**src/rtl/enc_8b10b_pkg.sv**
```systemverilog
// Shared 8b/10b constants and the word-aligner state type.
package enc_8b10b_pkg;

  localparam logic [6:0] COMMA_RDN = 7'b0011111;
  localparam logic [6:0] COMMA_RDP = 7'b1100000;

  localparam logic [9:0] K28_5_RDN = 10'b0011111010;
  localparam logic [9:0] K28_5_RDP = 10'b1100000101;

  typedef enum logic [1:0] {HUNT, VERIFY, LOCKED} align_state_t;

  // A code group carries a comma when its leading seven bits match either disparity.
  function automatic logic is_comma(input logic [9:0] cg);
    return (cg[9:3] == COMMA_RDN) || (cg[9:3] == COMMA_RDP);
  endfunction

endpackage

```
**src/rtl/comma_detect_10b.sv**
```systemverilog
// Flags a comma at each of the ten bit offsets of a 20-bit receive window.
module comma_detect_10b
  import enc_8b10b_pkg::*;
(
  input  logic [19:0] win,
  output logic [9:0]  hit
);

  for (genvar p = 0; p < 10; p++) begin : g_hit
    assign hit[p] = is_comma(win[19-p -: 10]);
  end

endmodule

```
**src/rtl/comma_aligner_10b.sv**
```systemverilog
// Comma-hunting word aligner feeding the 8b/10b decoder; re-hunts on decoder violations.
module comma_aligner_10b
  import enc_8b10b_pkg::*;
#(
  parameter int unsigned N_VERIFY  = 3,
  parameter int unsigned ERR_LIMIT = 4
) (
  input  logic       CLK,
  input  logic       RST,
  input  logic       DVI,
  input  logic [9:0] DI,
  input  logic       VIOL_IN,
  output logic       DVO,
  output logic [9:0] DO,
  output logic       LOCK,
  output logic [3:0] ALIGN_POS
);

  localparam int unsigned CNT_MAX = (N_VERIFY > ERR_LIMIT) ? N_VERIFY : ERR_LIMIT;
  localparam int unsigned CW      = $clog2(CNT_MAX + 1);

  logic [19:0]   win_q;
  logic [1:0]    fill_q;
  logic          dvi_q;
  align_state_t  state_q, state_d;
  logic [CW-1:0] cnt_q, cnt_d, cnt_inc;
  logic [3:0]    pos_q, pos_d, first_pos;
  logic [9:0]    hit, cand;
  logic          wv, any_hit, hit_pos, foreign, bad_word;

  comma_detect_10b u_detect (
    .win (win_q),
    .hit (hit)
  );

  // The window holds two fresh words only after a full fill and a DVI on the last edge.
  assign wv       = (fill_q == 2'd2) && dvi_q;
  assign any_hit  = |hit;
  assign hit_pos  = hit[pos_q];
  assign foreign  = any_hit && !hit_pos;
  assign bad_word = (DVO && VIOL_IN) || foreign;
  assign cand     = win_q[5'd19 - 5'(pos_q) -: 10];
  assign cnt_inc  = cnt_q + CW'(1);

  always_comb begin
    first_pos = '0;
    for (int p = 9; p >= 0; p--) begin
      if (hit[p]) first_pos = 4'(p);
    end
  end

  always_comb begin
    state_d = state_q;
    cnt_d   = cnt_q;
    pos_d   = pos_q;
    if (wv) begin
      case (state_q)
        HUNT: begin
          if (any_hit) begin
            state_d = VERIFY;
            pos_d   = first_pos;
            cnt_d   = '0;
          end
        end
        VERIFY: begin
          if (hit_pos) begin
            if (cnt_inc == CW'(N_VERIFY)) begin
              state_d = LOCKED;
              cnt_d   = '0;
            end else begin
              cnt_d = cnt_inc;
            end
          end else if (any_hit) begin
            state_d = HUNT;
            cnt_d   = '0;
          end
        end
        LOCKED: begin
          if (bad_word) begin
            if (cnt_inc == CW'(ERR_LIMIT)) begin
              state_d = HUNT;
              cnt_d   = '0;
            end else begin
              cnt_d = cnt_inc;
            end
          end else if (DVO) begin
            cnt_d = '0;
          end
        end
        default: begin
          state_d = HUNT;
          cnt_d   = '0;
        end
      endcase
    end
  end

  always_ff @(posedge CLK or posedge RST) begin
    if (RST) begin
      win_q   <= '0;
      fill_q  <= '0;
      dvi_q   <= 1'b0;
      state_q <= HUNT;
      cnt_q   <= '0;
      pos_q   <= '0;
    end else begin
      if (DVI) begin
        win_q <= {win_q[9:0], DI};
        if (fill_q != 2'd2) fill_q <= fill_q + 2'd1;
      end
      dvi_q   <= DVI;
      state_q <= state_d;
      cnt_q   <= cnt_d;
      pos_q   <= pos_d;
    end
  end

  always_ff @(posedge CLK or posedge RST) begin
    if (RST) begin
      DVO       <= 1'b0;
      DO        <= '0;
      LOCK      <= 1'b0;
      ALIGN_POS <= '0;
    end else begin
      if (wv) begin
        DO  <= cand;
        DVO <= (state_q == LOCKED);
      end else begin
        DVO <= 1'b0;
      end
      LOCK      <= (state_d == LOCKED);
      ALIGN_POS <= pos_d;
    end
  end

endmodule

```
**config.mk**
```make
export PLATFORM = sky130hd
export DESIGN_NAME = comma_aligner_10b
export DESIGN_NICKNAME = d
export VERILOG_FILES = /design/src/rtl/enc_8b10b_pkg.sv /design/src/rtl/comma_detect_10b.sv /design/src/rtl/comma_aligner_10b.sv
export SDC_FILE = /design/constraint.sdc
export NUM_CORES = 1
export LEC_CHECK = 0
export CORE_MARGIN = 3
export CORE_UTILIZATION = 44
export DETAILED_ROUTE_END_ITERATION = 12
export MAX_ROUTING_LAYER = met4
export PLACE_DENSITY = 0.74
export SYNTH_ARGS = -nofsm -noshare
export SYNTH_HDL_FRONTEND = slang
export SYNTH_SLANG_ARGS = --single-unit
export TNS_END_PERCENT = 10
```
**constraint.sdc**
```tcl
create_clock -name CLK -period 2.2 [get_ports CLK]
set_input_delay 0.22 -clock CLK [delete_from_list [all_inputs] [get_ports CLK]]
set_output_delay 0.22 -clock CLK [all_outputs]
set_load 0.005 [all_outputs]
```
# Word-level counts from Yosys, hierarchy flattened
# Cells that the tools add are included.
# totals
reg_bits,44
romBits,0
in_bits,14
out_inout_bits,16
ram_bits,0
elab_cells,90
n_memories,0
latchBits,0
# op_classes
n_addsub,3
div_mod_pow,0
bitwise,0
n_mul,0
shifts,1
mux,28
n_reduce_logical,20
n_lt_le_gt_ge,1
eq_ne,28
# op_table
op,n
equality test 7 x 5 -> 1 bit (second input constant),10
equality test 7 bit (second input constant),10
two-way mux 4 bit,10
variable part select 29 x 6 -> 10 bit,1
two-way mux 3 bit,6
two-way mux 2 bit,7
logical OR 1 bit,11
OR reduction 10 bit,1
case mux 3 bit (3 select lines),1
equality test 2 bit (second input constant),3
case mux 2 bit (3 select lines),1
< comparator 4 x 5 -> 1 bit (second input constant),1
subtractor 5 x 4 -> 5 bit (first input constant),1
binary-select mux 1 bit (select 4 bit),1
AND reduction 2 bit,2
adder 3 x 1 -> 3 bit (second input constant),1
equality test 3 x 2 -> 1 bit (second input constant),1
equality test 3 bit (second input constant),1
logical AND 1 bit,3
!= test 3 bit (second input constant),1
AND reduction 3 bit,1
adder 2 x 1 -> 2 bit (second input constant),1
equality test 2 x 1 -> 1 bit (second input constant),1
zero test 2 bit,1
other kinds (3),4

# Depth between registers and ports, before layout
# Gate-level depths: netlist (run 1).
# depth
depth_word,12
ltp_mapped,11
ltp_nobuf,8

# Hierarchy
# From an unflattened synthesis (run 1), not the netlist that was laid out.
# unflattened
cells_unflattened,337
area_unflattened_um2,3284.4
# modules_own_cells
mod,instances,seq_area_each_um2,cells_each,area_each_um2
comma_aligner_10b,1,1101.1,289,2971.6
comma_detect_10b,1,0.0,48,312.8

# Worst setup path after synthesis (run 1)
# OpenSTA, ideal clock, no wires.
# synth_timing
kind,reg-to-reg
from,register win_q[7]
to,register cnt_q[2]
arrival_ps,2199
setup_slack_ps,-121
setup_time_ps,122
path_stages_with_launch,9
path_buffers,0
synth_period_minus_slack_ps,2321
required_ps,2078
path_cell_list,dfrtp_1 or4_1 or2_1 a311oi_2 nand4b_1 o211ai_2 nor2_2 a221o_1 a32o_1
# synth_via
elab_chain_cells,9
elab_cells_between_ends,24
classes_between,9 x eq/ne; 6 x mux; 9 x reduce/logical
# synth_lines
element,line_no,text
start: declaration,comma_aligner_10b.sv:22,logic [19:0] win_q;
start signal: assignment,comma_aligner_10b.sv:108,"win_q <= {win_q[9:0], DI};"
equality test 7 x 5 -> 1 bit / equality test 7 bit (equally long branches),enc_8b10b_pkg.sv:14,return (cg[9:3] == COMMA_RDN) || (cg[9:3] == COMMA_RDP);
logical OR 1 bit,enc_8b10b_pkg.sv:14,
binary-select mux 1 bit (select 4 bit),comma_aligner_10b.sv:39,assign hit_pos = hit[pos_q];
two-way mux 1 bit (not written as such),comma_aligner_10b.sv:39,
zero test 1 bit,comma_aligner_10b.sv:40,assign foreign = any_hit && !hit_pos;
logical AND 1 bit,comma_aligner_10b.sv:40,
logical OR 1 bit,comma_aligner_10b.sv:41,assign bad_word = (DVO && VIOL_IN) || foreign;
two-way mux 3 bit / != test 3 bit (equally long branches),n/a,
case mux 3 bit (3 select lines) / AND reduction 2 bit (equally long branches),n/a,
end signal: assignment,comma_aligner_10b.sv:113,cnt_q <= cnt_d;
end: declaration,comma_aligner_10b.sv:26,"logic [CW-1:0] cnt_q, cnt_d, cnt_inc;"
# Several ways; a longest one is shown, not always the timed one. The select of a mux whose other input is x is not followed.
# A chain may end at the register's enable or synchronous reset.

# Worst setup path in the final report (run 1)
# layout_timing
from,register win_q[14]
to,register cnt_q[2]
# The elaborated chain is that of the path after synthesis.

==> results of run 1 <==
==> state kept, by name (all words and copies together) (netlist names) <==
name,count
win_q,20
DO,10
ALIGN_POS,4
cnt_q,3
fill_q,2
state_q,2
DVO,1
LOCK,1
dvi_q,1
==> layer usage <==
metal  global-route usage, %  part of all wire [%]  up-vias
met2                    37.7                    49       84
met4                    4.93                   1.3        0
met3                    2.64                   3.9       10
met5                       -                     0        -
li1                        -                     -     1569
met1                    28.2                    46     1537
==> stage by stage <==
stage	total power, mW	area, um^2	util, %	TNS (ns)
after floorplan	2.46	3420	-	-0.176
after global placement	3.16	4120	56.0	-0.787
after detailed placement	3.22	4120	56.0	-1.20
after CTS	3.82	4260	57.9	-0.665
after global routing	4.15	4320	58.6	-2.18
final	3.85	4320	58.6	-0.978
==> cell usage in the layout (no fill, tap or decap), types with 3 or more instances in the layout <==
cell | Yosys | final
mux2i_1 | 24 | 24
mux2_2 | 28 | 28
inv_1 | 14 | 13
ha_1 | 6 | 6
nand4b_1 | 4 | 4
o211ai_1 | 4 | 4
o21a_1 | 3 | 3
nand3b_1 | 4 | 4
dfrtp_1 | 44 | 38
a21oi_1 | 18 | 18
and3_1 | 8 | 8
nor2b_1 | 3 | 3
nor2_1 | 26 | 26
nand2b_1 | 5 | 5
clkdlybuf4s50_1 | 0 | 29
buf_4 | 4 | 65
nor3_1 | 5 | 5
o21ai_0 | 29 | 26
dfrtp_2 | 0 | 6
clkbuf_8 | 3 | 6
a211oi_1 | 5 | 4
nor3b_1 | 3 | 3
nand3_1 | 5 | 5
nand2_1 | 47 | 47
a21o_1 | 3 | 3
nand4_1 | 5 | 5
==> timing repair <==
item                                   in CTS  in global routing
pin swaps                                   1                  3
gates resized for setup                    11                 14
endpoints found under the hold margin       0                  0
setup endpoints to repair                   9                 11
setup buffers                               2                  1
==> synthesized netlist by cell type (all sizes together) (3+ instances only) <==
cell	instances	area (um^2)
a211oi	5	37.5
a21o	3	22.5
a21oi	18	90.1
and3	9	57.6
buf	14	91.3
clkbuf	16	90.1
dfrtp	44	1100
ha	6	75.1
inv	15	56.3
mux2	28	315
mux2i	24	240
nand2	47	176
nand2b	5	31.3
nand3	5	25.0
nand3b	4	30.0
nand4	5	31.3
nand4b	4	35.0
nor2	28	110
nor2b	3	18.8
nor3	5	25.0
nor3b	3	22.5
nor4	3	18.8
o211ai	6	55.1
o21a	3	22.5
o21ai	30	150
or3b	3	26.3
or4	4	30.0
==> worst max-delay path, delay by kind of cell, from the launching register on <==
| family | cells | cell delay (ns) |
|---|---|---|
| AOI/OAI and AO/OA | 4 | 1.11 |
| and+or+nand+nor | 4 | 0.78 |
| DFF | 1 | 0.44 |
==> cell families after synthesis <==
family | Yosys count | share of synthesized area, %
compound gates | 100 | 20.5
xor+xnor | 1 | 0.257
fa+ha+maj | 6 | 2.21
buf+inv | 46 | 7.10
flops | 44 | 32.4
mux | 53 | 17.0
simple gates | 136 | 20.6
==> layout make-up <==
type | count | area, um^2 | share of cell area [%]
clock buffer | 7 | 86.3 | 2.00
multi-input combinational | 296 | 2130 | 49.3
sequential | 44 | 1110 | 25.7
inverter | 16 | 60.1 | 1.39
timing repair buffer | 96 | 801 | 18.5
clock inverter | 1 | 7.51 | 0.174
tap | 99 | 124 | 2.87
==> final timing paths <==
kind | start | cells after the start | slack (ns) | to
worst min-delay path | RST | 3 | 0.36 | win_q[18]
min in group CLK | DO[1] | 2 | 0.48 | DO[1]
max in group asynchronous | RST | 3 | 1.44 | win_q[13]
worst max-delay path | win_q[14] | 8 | -0.24 | cnt_q[2]
worst max register to register | win_q[14] | 8 | -0.24 | cnt_q[2]
worst min register to register | DO[1] | 2 | 0.48 | DO[1]
==> power groups by stage <==
stage | logic, mW | clock network (mW) | registers, mW
3_3_place_gp | 1.97 | 0 | 1.19
6_report | 2.09 | 0.555 | 1.20
2_1_floorplan | 1.28 | 0 | 1.18
3_5_place_dp | 2.02 | 0 | 1.20
5_1_grt | 2.32 | 0.600 | 1.23
4_1_cts | 2.06 | 0.574 | 1.19
==> impl_metrics.env, run 1 <==
export IMPL_stdcell_count=559
export IMPL_dp_hpwl_um=6830
export IMPL_seq_power_share_pct=31.3
export IMPL_critPathSlowestCell="or4_1"
export IMPL_die_y_um=93.9
export IMPL_routedWlPerCell_um=16.5
export IMPL_synth_seq_cells=44
export IMPL_antenna_found_initial=0
export IMPL_die_w_um=93.9
export IMPL_slew_headroom_pct=63.3
export IMPL_die_area_mm2=0.00882
export IMPL_mappedNetlistArea_mm2=0.00340
export IMPL_violations="setup timing"
export IMPL_fin_crit_sh_pct=111
export IMPL_place_congestion=0.944
export IMPL_crit_arrival_ns=2.63
export IMPL_p_leak_nw=1.84
export IMPL_portBuffers=29
export IMPL_ctsHoldBuffers=0
export IMPL_yosys_warnings=0
export IMPL_switching_share_pct=40.1
export IMPL_wirelength_um=9230
export IMPL_synth_top_flop_cell="dfrtp_1"
export IMPL_cts_buffer_depth=2
export IMPL_slew_violations=0
export IMPL_netlist_instances=386
export IMPL_cts_tree="built"
export IMPL_vias_per_cell=5.72
export IMPL_start_kind="flop"
export IMPL_dr_first_iter_drc_count=238
export IMPL_intPower_mw=2.30
export IMPL_crit_path_cell_trace="nand4_1, or4_1, a32oi_1, nand3_1, o211ai_2, nor2_2, a221o_1, a32o_1"
export IMPL_boundaryPins=30
export IMPL_antenna_cells=0
export IMPL_crit_path_max_fanout=4
export IMPL_overflow=0
export IMPL_holdWs_ns=0.358
export IMPL_numCtsBuffers=5
export IMPL_yosysSeqAreaShare_pct=32.4
export IMPL_worst_slew_pin_slew_ns=0.543
export IMPL_grt_pass1_wl_um=15200
export IMPL_fmax_mhz=410
export IMPL_drc=0
export IMPL_synth_edf_count=0
export IMPL_rsz0062_at_grt="yes"
export IMPL_crit_type="reg -> reg"
export IMPL_clkLatencyLatePin_ns=0.31
export IMPL_initial_core_util_pct=46.2
export IMPL_cts_htree_levels=2
export IMPL_max_cap_viol_count=0
export IMPL_fin_crit_ns=2.44
export IMPL_num_rows=31
export IMPL_hp_class="in -> async"
export IMPL_grtUsageTotal_pct=22.1
export IMPL_place_worst_setup_slack_ns=-0.253
export IMPL_combPwrFrac_pct=54.3
export IMPL_synth_avg_cell_area_um2=8.81
export IMPL_ant_nets=0
export IMPL_area_growth_pct=26.9
export IMPL_dpl_cell_count=548
export IMPL_root_buffer="clkbuf_8"
export IMPL_crit_required_ns=2.40
export IMPL_finalSetupViolations=9
export IMPL_clkPwrFrac_pct=14.4
export IMPL_first_pass_iters=5
export IMPL_finalClockSkew_ns=0.00878
export IMPL_synthArstFlopShare_pct=100
export IMPL_nets=479
export IMPL_synth_cell_types=73
export IMPL_p_per_area_mw_per_mm2=891
export IMPL_cts_sinks=44
export IMPL_setup_ws_ns=-0.236
export IMPL_vias=3200
export IMPL_grt_pass1_vias=3136
export IMPL_power_switching_mw=1.54
export IMPL_syn_nets=406
export IMPL_fillCellCount=651
export IMPL_drive_above_1_share_pct=29.8
export IMPL_core_area_mm2=0.00737
export IMPL_vdd_drop_max_uv=395
export IMPL_max_stage_delay_ns=0.47
export IMPL_path_clk_slew_ns=0.09
export IMPL_outcome="finished, violations left"
export IMPL_grt_max_degree=45
export IMPL_hold_viol=0
export IMPL_endpoint_kind="flop"
(Power assumes the default switching activity.)
==> run 2, diff against run 1 <==
--- a/config.mk
+++ b/config.mk
@@ -9,7 +9,8 @@
 export CORE_UTILIZATION = 44
 export DETAILED_ROUTE_END_ITERATION = 12
 export MAX_ROUTING_LAYER = met4
-export PLACE_DENSITY = 0.74
+export PLACE_DENSITY = 0.72
+export RECOVER_POWER = 50
 export SYNTH_ARGS = -nofsm -noshare
 export SYNTH_HDL_FRONTEND = slang
 export SYNTH_SLANG_ARGS = --single-unit
==> constraint.sdc (replaced) <==
create_clock -name CLK -period 2.7 [get_ports CLK]
set_input_delay 0.27 -clock CLK [delete_from_list [all_inputs] [get_ports CLK]]
set_output_delay 0.27 -clock CLK [all_outputs]
set_load 0.005 [all_outputs]
==> run 2 against run 1 <==
Compared with the run above: the run now ends clean; hold slack improved by 0.043 ns; sequential power decreased by 15%; combinational power decreased by 30%; critical path type unchanged.
==> impl_metrics.env, run 2 (synthesis results as in run 1) <==
export IMPL_worst_slew_pin_slew_ns=1.19
export IMPL_finalSetupViolations=0
export IMPL_ctsHoldBuffers=0
export IMPL_fmax_mhz=390
export IMPL_numCtsBuffers=5
export IMPL_max_cap_viol_count=0
export IMPL_cts_buffer_depth=2
export IMPL_crit_required_ns=2.90
export IMPL_finalPower_mw=2.94
export IMPL_crit_type="reg -> reg"
export IMPL_vias=3061
export IMPL_r2r_start="win_q[15]"
export IMPL_portBuffers=29
export IMPL_slew_violations=0
export IMPL_vias_per_cell=5.94
export IMPL_ant_nets=0
export IMPL_cts_htree_levels=2
export IMPL_fillCellCount=702
export IMPL_core_area_mm2=0.00737
export IMPL_drc=0
export IMPL_timing_critical_path_from="win_q[15]"
export IMPL_nets=435
export IMPL_finalSetupTns_ns=0
export IMPL_grt_max_degree=29
export IMPL_finalClockSkew_ns=0.00704
export IMPL_area_growth_pct=15.5
export IMPL_root_buffer="clkbuf_8"
export IMPL_start_kind="flop"
export IMPL_die_area_mm2=0.00882
export IMPL_top_register="win_q"
export IMPL_clkLatencyLatePin_ns=0.30
export IMPL_antenna_cells=0
export IMPL_holdWs_ns=0.401
export IMPL_crit_path_max_fanout=11
export IMPL_mostFrequentLayoutCell="nand2_1"
export IMPL_overflow=0
export IMPL_grt_pass1_wl_um=14600
export IMPL_routedWlPerCell_um=16.8
export IMPL_grt_pass1_vias=2989
export IMPL_place_worst_setup_slack_ns=0.155
export IMPL_vdd_drop_max_uv=394
export IMPL_dr_first_iter_drc_count=267
export IMPL_top_regs="win_q x20, DO x10, ALIGN_POS x4"
export IMPL_regArea_mm2=0.00111
export IMPL_num_rows=31
export IMPL_boundaryPins=30
export IMPL_first_pass_iters=5
export IMPL_outcome="finished clean"
export IMPL_path_clk_slew_ns=0.09
export IMPL_stdcell_count=515
export IMPL_dpl_cell_count=507
export IMPL_final_cell_mix="47 x nand2_1, 39 x dfrtp_1, 28 x mux2_2, 28 x o21ai_0, 27 x clkdlybuf4s50_1"
export IMPL_grtUsageTotal_pct=21.4
export IMPL_die_y_um=93.9
export IMPL_initial_core_util_pct=46.2
export IMPL_p_leak_nw=1.62
export IMPL_wirelength_um=8640
export IMPL_hp_class="in -> async"
export IMPL_fin_crit_ns=2.56
export IMPL_rsz0062_at_grt="no"
export IMPL_cts_tree="built"
export IMPL_slew_headroom_pct=20.7
export IMPL_fin_crit_sh_pct=94.9
export IMPL_drive_above_1_share_pct=20.9
export IMPL_hold_viol=0
export IMPL_dp_hpwl_um=6550
export IMPL_place_congestion=0.936
export IMPL_antenna_found_initial=0
export IMPL_die_w_um=93.9
export IMPL_crit_arrival_ns=2.76
export IMPL_endpoint_kind="flop"
export IMPL_p_per_area_mw_per_mm2=747
export IMPL_cts_sinks=44
export IMPL_multi_input_area_mm2=0.00208
export IMPL_largest_register_ff_count=20
export IMPL_setup_ws_ns=0.138
## run 2: changes by cell type in the layout (fill, tap and decap cells not counted), moves of 2 or more
cell | previous run | this run
buf_4 | 65 | 22
buf_6 | 2 | 0
clkdlybuf4s50_1 | 29 | 27
dlygate4sd3_1 | 0 | 2
nor4_2 | 0 | 2
nor4_4 | 2 | 0
o21ai_0 | 26 | 28
o21ai_2 | 2 | 0
## run 2: layer usage
metal | global-route usage, % | wire length (um) | up-vias
li1 | - | - | 1475
met1 | 27.4 | 3880 | 1472
met2 | 33.9 | 4120 | 90
met3 | 3.61 | 392 | 24
met4 | 8.18 | 250 | 0
met5 | - | 0 | -
## run 2: what timing repair did
item | 4_1_cts | 5_1_grt
setup endpoints to repair | 0 | 3
buffers inserted | 0 | 0
hold endpoints to repair | 0 | 0
resized for setup | 0 | 11
## run 2: layout make-up
type | count | share of cell area, %
Multi-Input combinational cell | 296 | 53.0
Sequential cell | 44 | 28.2
Timing Repair Buffer | 52 | 11.7
Tap cell | 99 | 3.15
Clock buffer | 6 | 2.10
Inverter | 16 | 1.53
Clock inverter | 2 | 0.350
## run 2: worst paths after layout
| path | endpoint | slack [ns] | cells past startpoint |
|---|---|---|---|
| max | cnt_q[2] | 0.14 | 8 |
| min | DVO | 0.40 | 2 |
| max reg2reg | cnt_q[2] | 0.14 | 8 |
| min reg2reg | DO[2] | 0.48 | 2 |
| max in group asynchronous | win_q[17] | 1.54 | 3 |
| min in group CLK | DO[2] | 0.48 | 2 |
## run 2: report_power, final
part	total (mW)	switching, mW	internal (mW)	leakage [nW]
clock network	0.447	0.238	0.209	0.0516
logic	1.47	0.767	0.704	1.04
registers	1.02	0.187	0.830	0.531
## run 2: per-stage QoR
step | utilization [%] | cell area, um^2
after floorplan | - | 3400
after global placement | 51.7 | 3810
after detailed placement | 51.7 | 3810
after CTS | 53.0 | 3900
after global routing | 53.3 | 3930
final | 53.3 | 3930
## run 2: worst max-delay path: stages (launching register included)
cell	delay, ns
dfrtp_1	0.53
nand4_1	0.20
or4_1	0.46
a32oi_1	0.23
nand3_1	0.11
o211ai_2	0.27
nor2_2	0.08
a221o_1	0.34
a32o_1	0.25
